File: config.mk
export PLATFORM = sky130hd
export DESIGN_NAME = alu_operand_issue_flat
export DESIGN_NICKNAME = d
export VERILOG_FILES = /design/src/rtl/alu_operand_issue_if.sv /design/src/rtl/alu_operand_issue.sv /design/src/flat_wrapper.sv
export SDC_FILE = /design/constraint.sdc
export NUM_CORES = 1
export LEC_CHECK = 0
export BUFFER_PORTS_ARGS = -buffer_cell sky130_fd_sc_hd__clkbuf_2
export CAP_MARGIN = 30
export CORE_MARGIN = 2
export CORE_UTILIZATION = 27
export DETAILED_ROUTE_END_ITERATION = 7
export HOLD_SLACK_MARGIN = 0.15
export SLEW_MARGIN = 25
export SYNTH_ARGS = -nofsm -noshare
export SYNTH_HDL_FRONTEND = slang
export SYNTH_SLANG_ARGS = --single-unit
export TNS_END_PERCENT = 10
File: constraint.sdc
create_clock -name clk -period 2.4 [get_ports clk]
set_input_delay 0 -clock clk [delete_from_list [all_inputs] [get_ports clk]]
set_output_delay 0 -clock clk [all_outputs]
set_load 0.01 [all_outputs]
File: src/rtl/alu_operand_issue_if.sv
// alu_operand_issue_if: decode-side and ALU-side handshake bundle for the operand issue stage
interface alu_operand_issue_if #(
  parameter int DATA_W = 32,
  parameter int IMM_W  = 16,
  parameter int DEST_W = 5,
  parameter int CNT_W  = 16
);
  logic              flush;
  logic              in_valid;
  logic              in_ready;
  logic [1:0]        in_class;
  logic [3:0]        in_funct;
  logic [DATA_W-1:0] in_rs_val;
  logic [DATA_W-1:0] in_rt_val;
  logic [IMM_W-1:0]  in_imm;
  logic [DEST_W-1:0] in_dest;
  logic              out_valid;
  logic              out_ready;
  logic [DATA_W-1:0] src1;
  logic [DATA_W-1:0] src2;
  logic [3:0]        aluOp;
  logic [DEST_W-1:0] out_dest;
  logic              illegal_pulse;
  logic [CNT_W-1:0]  issue_count;
  modport master (
    input  flush, in_valid, in_class, in_funct, in_rs_val, in_rt_val, in_imm, in_dest, out_ready,
    output in_ready, out_valid, src1, src2, aluOp, out_dest, illegal_pulse, issue_count
  );
  modport slave (
    output flush, in_valid, in_class, in_funct, in_rs_val, in_rt_val, in_imm, in_dest, out_ready,
    input  in_ready, out_valid, src1, src2, aluOp, out_dest, illegal_pulse, issue_count
  );
endinterface

File: src/rtl/alu_operand_issue.sv
// alu_operand_issue: formats decoded fields into ALU operands behind a 2-entry skid buffer
module alu_operand_issue #(
  parameter int DATA_W = 32,
  parameter int IMM_W  = 16,
  parameter int DEST_W = 5,
  parameter int CNT_W  = 16
) (
  input logic clk,
  input logic rst,
  alu_operand_issue_if.master io
);
  typedef enum logic [1:0] {EMPTY, ONE, FULL} state_t;
  typedef struct packed {
    logic [DATA_W-1:0] s1;
    logic [DATA_W-1:0] s2;
    logic [3:0]        op;
    logic [DEST_W-1:0] dest;
  } entry_t;
  state_t            state, state_n;
  entry_t            main_q, skid_q, main_n, skid_n, fmt;
  logic              is_shift, bad, acc, iss, push, ill_q;
  logic [CNT_W-1:0]  cnt_q;
  logic [DATA_W-1:0] sh_rt, sh_imm, sext, zext;
  always_comb begin
    is_shift = io.in_funct >= 4'hd;
    sh_rt    = DATA_W'(io.in_rt_val[4:0]);
    sh_imm   = DATA_W'(io.in_imm[4:0]);
    sext     = {{(DATA_W-IMM_W){io.in_imm[IMM_W-1]}}, io.in_imm};
    zext     = DATA_W'(io.in_imm);
    bad      = io.in_class == 2'b11 || (io.in_class == 2'b10 && !is_shift);
    fmt.s1   = io.in_rs_val;
    fmt.op   = io.in_funct;
    fmt.dest = io.in_dest;
    fmt.s2   = io.in_funct == 4'hc ? '0 :
               is_shift ? (io.in_class == 2'b00 ? sh_rt : sh_imm) :
               io.in_class == 2'b00 ? io.in_rt_val :
               io.in_funct[3] ? zext : sext;
    acc      = io.in_valid & io.in_ready;
    iss      = io.out_valid & io.out_ready;
    push     = acc & !bad;
    state_n  = state;
    main_n   = main_q;
    skid_n   = skid_q;
    case (state)
      EMPTY: if (push) begin state_n = ONE; main_n = fmt; end
      ONE: begin
        if (push && iss) main_n = fmt;
        else if (push) begin state_n = FULL; skid_n = fmt; end
        else if (iss) state_n = EMPTY;
      end
      FULL: if (iss) begin state_n = ONE; main_n = skid_q; end
      default: state_n = EMPTY;
    endcase
    if (io.flush) state_n = EMPTY;
  end
  always_ff @(posedge clk) begin
    if (rst) begin
      state  <= EMPTY;
      main_q <= '0;
      skid_q <= '0;
      ill_q  <= 1'b0;
      cnt_q  <= '0;
    end else begin
      state  <= state_n;
      main_q <= main_n;
      skid_q <= skid_n;
      ill_q  <= acc & bad & !io.flush;
      cnt_q  <= cnt_q + CNT_W'(iss);
    end
  end
  // ready comes straight from the state register, never from out_ready
  assign io.in_ready      = state != FULL;
  assign io.out_valid     = state != EMPTY;
  assign io.src1          = main_q.s1;
  assign io.src2          = main_q.s2;
  assign io.aluOp         = main_q.op;
  assign io.out_dest      = main_q.dest;
  assign io.illegal_pulse = ill_q;
  assign io.issue_count   = cnt_q;
endmodule
File: src/flat_wrapper.sv
// flat-port wrapper written by rule: the top's interface ports become plain ports
module alu_operand_issue_flat 
#(
  parameter int DATA_W = 32,
  parameter int IMM_W  = 16,
  parameter int DEST_W = 5,
  parameter int CNT_W  = 16
)
  (clk, rst, io_flush, io_in_valid, io_in_class, io_in_funct, io_in_rs_val, io_in_rt_val, io_in_imm, io_in_dest, io_out_ready, io_in_ready, io_out_valid, io_src1, io_src2, io_aluOp, io_out_dest, io_illegal_pulse, io_issue_count);
  alu_operand_issue_if #(.DATA_W(DATA_W), .IMM_W(IMM_W), .DEST_W(DEST_W), .CNT_W(CNT_W)) io_i ();
  input logic clk;
  input logic rst;
  input wire logic [$bits(io_i.flush)-1:0] io_flush;
  input wire logic [$bits(io_i.in_valid)-1:0] io_in_valid;
  input wire logic [$bits(io_i.in_class)-1:0] io_in_class;
  input wire logic [$bits(io_i.in_funct)-1:0] io_in_funct;
  input wire logic [$bits(io_i.in_rs_val)-1:0] io_in_rs_val;
  input wire logic [$bits(io_i.in_rt_val)-1:0] io_in_rt_val;
  input wire logic [$bits(io_i.in_imm)-1:0] io_in_imm;
  input wire logic [$bits(io_i.in_dest)-1:0] io_in_dest;
  input wire logic [$bits(io_i.out_ready)-1:0] io_out_ready;
  output wire logic [$bits(io_i.in_ready)-1:0] io_in_ready;
  output wire logic [$bits(io_i.out_valid)-1:0] io_out_valid;
  output wire logic [$bits(io_i.src1)-1:0] io_src1;
  output wire logic [$bits(io_i.src2)-1:0] io_src2;
  output wire logic [$bits(io_i.aluOp)-1:0] io_aluOp;
  output wire logic [$bits(io_i.out_dest)-1:0] io_out_dest;
  output wire logic [$bits(io_i.illegal_pulse)-1:0] io_illegal_pulse;
  output wire logic [$bits(io_i.issue_count)-1:0] io_issue_count;
  assign io_i.flush = io_flush;
  assign io_i.in_valid = io_in_valid;
  assign io_i.in_class = io_in_class;
  assign io_i.in_funct = io_in_funct;
  assign io_i.in_rs_val = io_in_rs_val;
  assign io_i.in_rt_val = io_in_rt_val;
  assign io_i.in_imm = io_in_imm;
  assign io_i.in_dest = io_in_dest;
  assign io_i.out_ready = io_out_ready;
  assign io_in_ready = io_i.in_ready;
  assign io_out_valid = io_i.out_valid;
  assign io_src1 = io_i.src1;
  assign io_src2 = io_i.src2;
  assign io_aluOp = io_i.aluOp;
  assign io_out_dest = io_i.out_dest;
  assign io_illegal_pulse = io_i.illegal_pulse;
  assign io_issue_count = io_i.issue_count;
  alu_operand_issue #(.DATA_W(DATA_W), .IMM_W(IMM_W), .DEST_W(DEST_W), .CNT_W(CNT_W)) u_core (.clk(clk), .rst(rst), .io(io_i));
endmodule
* Word level (Yosys, flattened, before mapping)
Cells that the tools add are included.
Operators by class: add/subtract/negate cells 1, reductions and logical operators 14, $lt $le $gt $ge 1, equality and inequality tests 11, bitwise operators 6, mux-type cells 15
Operators with widths (count):
- 2-to-1 mux 73 bit | 3
- one-hot mux 73 bit (3 select lines) | 1
- 2-to-1 mux 32 bit | 4
- adder 16 x 1 -> 16 bit | 1
- 2-to-1 mux 2 bit | 5
- AND reduction 4 bit | 2
- == test 2 bit, second input constant | 3
- inequality test 2 x 1 -> 1 bit, second input constant | 3
- one-hot mux 2 bit (3 select lines) | 1
- AND 1 bit | 5
- 2-to-1 mux 5 bit | 1
- == test 4 bit, second input constant | 1
- greater-or-equal comparator 4 bit, second input constant | 1
- logical NOT 2 bit | 2
- inequality test 2 bit, second input constant | 2
- logical NOT 1 bit | 3
- inequality test 3 x 1 -> 1 bit, second input constant | 1
- AND reduction 3 bit | 1
- nonzero test 3 bit | 1
- == test 2 x 1 -> 1 bit, second input constant | 1
- logical AND 1 bit | 2
- nonzero test 2 bit | 1
- OR reduction 2 bit | 1
- logical OR 1 bit | 1
- inverter 1 bit | 1
Storage, ports and cells: input bits 96, bits in registers 165, logic and storage cells 59, output and inout port bits 92

* Depth between registers and ports, before layout
word-level depth 9, gate-level depth with buffers 9, mapped depth without buffers 8

* Worst setup path before layout
No wires, ideal clock.
path kind reg2reg, from reg u_core.state[1], to reg u_core.cnt_q[14], in the netlist u_core.io.issue_count[14], stages on the path, launching flop included 10, data arrival time 1922 ps, clock period less this slack 1992 ps, library setup time 70 ps, data required time 2330 ps, slack 408 ps, cell sequence dfxtp_1 -> or2_2 -> and2_1 -> ha_1 -> ha_1 -> and3_1 -> clkbuf_1 -> nand2_1 -> or3_1 -> a21oi_1
On the way: word-level cells in the longest chain between the ends 3
RTL lines:
- start: declaration | line alu_operand_issue.sv:19 | state_t state, state_n;
- start signal: assignment | line alu_operand_issue.sv:64 | state <= state_n;
- nonzero test 2 bit | line alu_operand_issue.sv:73 | assign io.out_valid = state != EMPTY;
- via io_out_valid | line flat_wrapper.sv:23 | output wire logic [$bits(io_i.out_valid)-1:0] io_out_valid;
- AND 1 bit | line alu_operand_issue.sv:39 | iss = io.out_valid & io.out_ready;
- adder 16 x 1 -> 16 bit | line alu_operand_issue.sv:68 | cnt_q <= cnt_q + CNT_W'(iss);
- end signal: assignment | line alu_operand_issue.sv:68
- end: declaration | line alu_operand_issue.sv:22 | logic [CNT_W-1:0] cnt_q;
The timed path passes the listed nets, and every way through them passes these cells. A chain may end at the register's enable or synchronous reset.

* Worst setup path after layout
from in io_in_funct[3], to reg u_core.skid_q[63] (netlist name)
On the way: word-level cells in the longest chain between the ends 9
RTL lines:
- start: declaration | line flat_wrapper.sv:16 | input wire logic [$bits(io_i.in_funct)-1:0] io_in_funct;
- greater-or-equal comparator 4 bit (*) | line alu_operand_issue.sv:25 | is_shift = io.in_funct >= 4'hd;
- logical NOT 1 bit (*) | line alu_operand_issue.sv:30 | bad = io.in_class == 2'b11 || (io.in_class == 2'b10 && !is_shift);
- logical AND 1 bit (*) | line alu_operand_issue.sv:30
- logical OR 1 bit (*) | line alu_operand_issue.sv:30
- logical NOT 1 bit (*) | line alu_operand_issue.sv:40 | push = acc & !bad;
- AND 1 bit (*) | line alu_operand_issue.sv:40
- logical AND 1 bit | line alu_operand_issue.sv:47 | if (push && iss) main_n = fmt;
- inverter 1 bit (no line)
- AND reduction 3 bit (no line) (*)
- end signal: assignment | line alu_operand_issue.sv:66 | skid_q <= skid_n;
- end: declaration | line alu_operand_issue.sv:20 | entry_t main_q, skid_q, main_n, skid_n, fmt;
Mark *: on every way between the ends. The rest lies on a longest branch, timed or not.

==> flow_metrics.py <==
metrics = {
    "status": {
        "status": "complete, no violations",
    },
    "floorplanning": {
        "io_pins": 188,
        "die_x_um": 174,
        "start_util_pct": 27.2,
        "num_rows": 62,
        "dieArea_mm2": 0.0302,
        "core-area_mm2": 0.0285,
        "die_height_um": 174,
    },
    "worst_setup_path": {
        "endpoint_kind": "register",
        "r2r-end": "u_core.skid_q[63]",
        "cp-start-kind": "input pin",
        "ff2ff_path_depth": 7,
        "r2r_start": "u_core.state[0]",
        "r2r_slack_ps": 380,
        "cp.required_ps": 2750,
        "crit_start": "io_in_funct[3]",
        "crit_path_end": "u_core.skid_q[63]",
        "cp_max_fo": 40,
        "critPathArrivalTime_ps": 2530,
        "critPathKind": "in -> reg",
    },
    "sta": {
        "clock_skew_ps": 5.24,
        "maxSlewHeadroom_pct": 51.8,
        "rsz0062_at_grt": "false",
        "finalCritPeriodShare_pct": 91.0,
        "fin_crit_ps": 2180,
        "fmax_mhz": 458,
        "timing.final.hold_violations": 0,
        "finalSetupViolations": 0,
        "finalSetupTns_ps": 0,
        "tightest_slew_ps": 722,
        "slew_viol_final": 0,
        "worst_slack_ps": 217,
    },
    "power_and_ir_drop": {
        "p_per_area_mw_per_mm2": 615,
        "seq_power_share_pct": 44.4,
        "power.clock.fraction_pct": 40.4,
        "p_comb_share_pct": 15.2,
        "p_leak_nw": 4.03,
        "sw_frac_of_total_pct": 26.8,
        "ir_drop_uv": 478,
        "p_int_w": 0.00479,
        "p_switching_w": 0.00176,
    },
    "yosys": {
        "synth_top_family_by_area": "compound AO/OA/AOI/OAI gates",
        "avgSynthCellArea_um2": 8.38,
        "ys_seq_area_share_pct": 42.5,
        "synth.cell_area_mm2": 0.00777,
        "synth_xor_xnor_area_share_pct": 1.35,
        "synthArstFlopShare_pct": 0,
        "synth_simple_gate_area_share_pct": 19.9,
        "ys_types": 43,
        "ys.flop_type": "dfxtp_1",
        "synthMuxAreaShare_pct": 4.12,
        "syn-num-nets": 1026,
        "synth_compound_area_share_pct": 25.3,
        "synth_edf_count": 0,
        "yosysWarnings": 0,
        "synthCells": 928,
        "yosys.area_share.adder_pct": 0.322,
        "synth-seq-cells": 165,
    },
    "flow_run": {
        "cap_violations": 0,
    },
    "layout": {
        "stdcell_count": 1557,
        "design_area_mm2": 0.0106,
        "area_delta_synth_final_pct": 36.9,
        "fillers": 2971,
        "nets": 1257,
        "drive_gt1_share_pct": 23.7,
    },
    "route": {
        "first_pass_iters": 5,
        "drc_errors": 0,
        "vias_per_cell": 5.20,
        "drtAntennaViolNets": 0,
        "routed_wl_um": 27500,
        "drtIter0Drc": 618,
        "wire_per_inst_um": 17.7,
        "vias": 8095,
    },
    "cts": {
        "clk_latency_ps": 420,
        "clkSlewWorstSetupHoldPaths_ps": 60,
        "h-tree-depth": 4,
        "postCtsSetupRepairBufs": 0,
        "cts.path.max_buffers": 2,
        "clock_sinks": 165,
        "cts_tree": "yes",
        "numCtsBuffers": 17,
        "root_buffer": "clkbuf_16",
    },
    "place": {
        "place_worst_setup_slack_ps": 413,
        "gp_congestion": 0.843,
        "place_area_mm2": 0.00906,
        "io_buffers": 187,
        "post-dp-hpwl_um": 16600,
        "dpl.cell_count": 1422,
    },
    "grt": {
        "gr-total-overflow": 0,
        "antenna_found_initial": 2,
        "grt_first_pass_wirelength_um": 43200,
        "grt_usage_pct": 17.8,
        "grt_max_degree": 74,
        "grt_pass1_vias": 7835,
    },
    "worst_hold_path": {
        "hold_start": "io_in_rt_val[9]",
        "hold_depth": 5,
        "hold_class": "in -> reg",
    },
}
## worst min-delay path by stage
stage	to	slack, ps
floorplan	u_core.state[1]	80
global placement	u_core.state[1]	230
detailed placement	u_core.state[1]	230
CTS	u_core.io.src2[9]	160
global route	u_core.io.src2[13]	180
finish	u_core.io.src2[9]	180
## synth_stat cells, types with 3 or more instances
library cell | instances | area (um2)
dfxtp_1 | 165 | 3300
or3b_2 | 16 | 140
mux2i_1 | 32 | 320
clkbuf_1 | 68 | 255
nand3_1 | 7 | 35.0
or3_1 | 17 | 106
and3_1 | 3 | 18.8
nor2_1 | 20 | 75.1
nand2b_1 | 17 | 106
xor2_1 | 5 | 43.8
and2_1 | 3 | 18.8
buf_4 | 4 | 30.0
a21oi_1 | 148 | 741
nand4_1 | 79 | 494
buf_1 | 8 | 30.0
o31ai_1 | 58 | 435
buf_2 | 32 | 160
nor3_1 | 3 | 15.0
nor2b_1 | 4 | 25.0
nand2_1 | 118 | 443
a211oi_1 | 17 | 128
o21ai_0 | 17 | 85.1
xnor2_1 | 7 | 61.3
a311oi_1 | 57 | 499
## sequential cells by signal (all words and copies together) (netlist names)
name	cells
u_core.io.issue_count	16
u_core.io.aluOp	4
u_core.skid_q	73
u_core.io.illegal_pulse	1
u_core.state	2
u_core.io.out_dest	5
u_core.io.src2	32
u_core.io.src1	32
## critical path, stage by stage
cell	delay (ps)
dlygate4sd3_1	550
clkbuf_2	230
nand2_1	190
o31ai_4	340
buf_6	380
nand4_1	130
dlygate4sd3_1	580
a21oi_1	120
## per-stage QoR
| stage | total power (W) | utilization, % | hold WS [ps] |
|---|---|---|---|
| 6_report | 0.00654 | 37.3 | 177 |
| 5_1_grt | 0.00683 | 37.3 | 177 |
| 2_1_floorplan | 0.00345 | - | 83.1 |
| 3_5_place_dp | 0.00382 | 31.7 | 230 |
| 4_1_cts | 0.00661 | 37.3 | 157 |
| 3_3_place_gp | 0.00381 | 31.7 | 230 |
## what timing repair did
item                                   CTS  global route
setup endpoints to repair                0             2
gates resized for setup                  0             2
endpoints found under the hold margin  144             0
hold buffers                           102             0
## final cells by class
type | count | area, um2 | area share [%]
Multi-Input combinational cell | 646 | 4030 | 37.9
Sequential cell | 165 | 3300 | 31.0
Timing Repair Buffer | 325 | 2260 | 21.2
Tap cell | 384 | 480 | 4.51
Clock buffer | 22 | 444 | 4.17
Clock inverter | 9 | 106 | 0.999
Inverter | 4 | 17.5 | 0.165
Antenna cell | 2 | 5.00 | 0.0470
## placed cells by master (no fill, tap or decap), drive strengths merged, types with 20 or more instances in the layout
cell type / n
nor2: 20
a311oi: 57
buf: 37
nand2: 118
clkbuf: 208
dfxtp: 165
dlygate4sd3: 102
nand4: 79
a21oi: 148
mux2i: 32
o31ai: 60
## power groups by stage
| stage | clock network (W) | logic [W] | registers, W |
|---|---|---|---|
| 2_1_floorplan | 0 | 0.000447 | 0.00300 |
| 3_3_place_gp | 0 | 0.000840 | 0.00297 |
| 3_5_place_dp | 0 | 0.000850 | 0.00297 |
| 4_1_cts | 0.00272 | 0.000985 | 0.00291 |
| 5_1_grt | 0.00284 | 0.00108 | 0.00292 |
| 6_report | 0.00264 | 0.000991 | 0.00291 |
## logic make-up (layout without fill, tap and decap cells)
| kind of cell | Yosys count | in the layout |
|---|---|---|
| other cells | 0 | 2 |
| compound gates | 305 | 305 |
| mux | 32 | 32 |
| buf+inv | 117 | 360 |
| fa+ha+maj | 2 | 2 |
| flops | 165 | 165 |
| xor+xnor | 12 | 12 |
| simple gates | 295 | 295 |
## routing by layer
layer,share of wire [%],vias to the layer above,global-route usage [%]
li1,-,3928,-
met1,45,3864,23.1
met2,48,256,29.1
met3,4.7,47,3.77
met4,2.5,0,6.55
met5,0,-,0
Note: power is estimated with default switching activity, not from simulation.
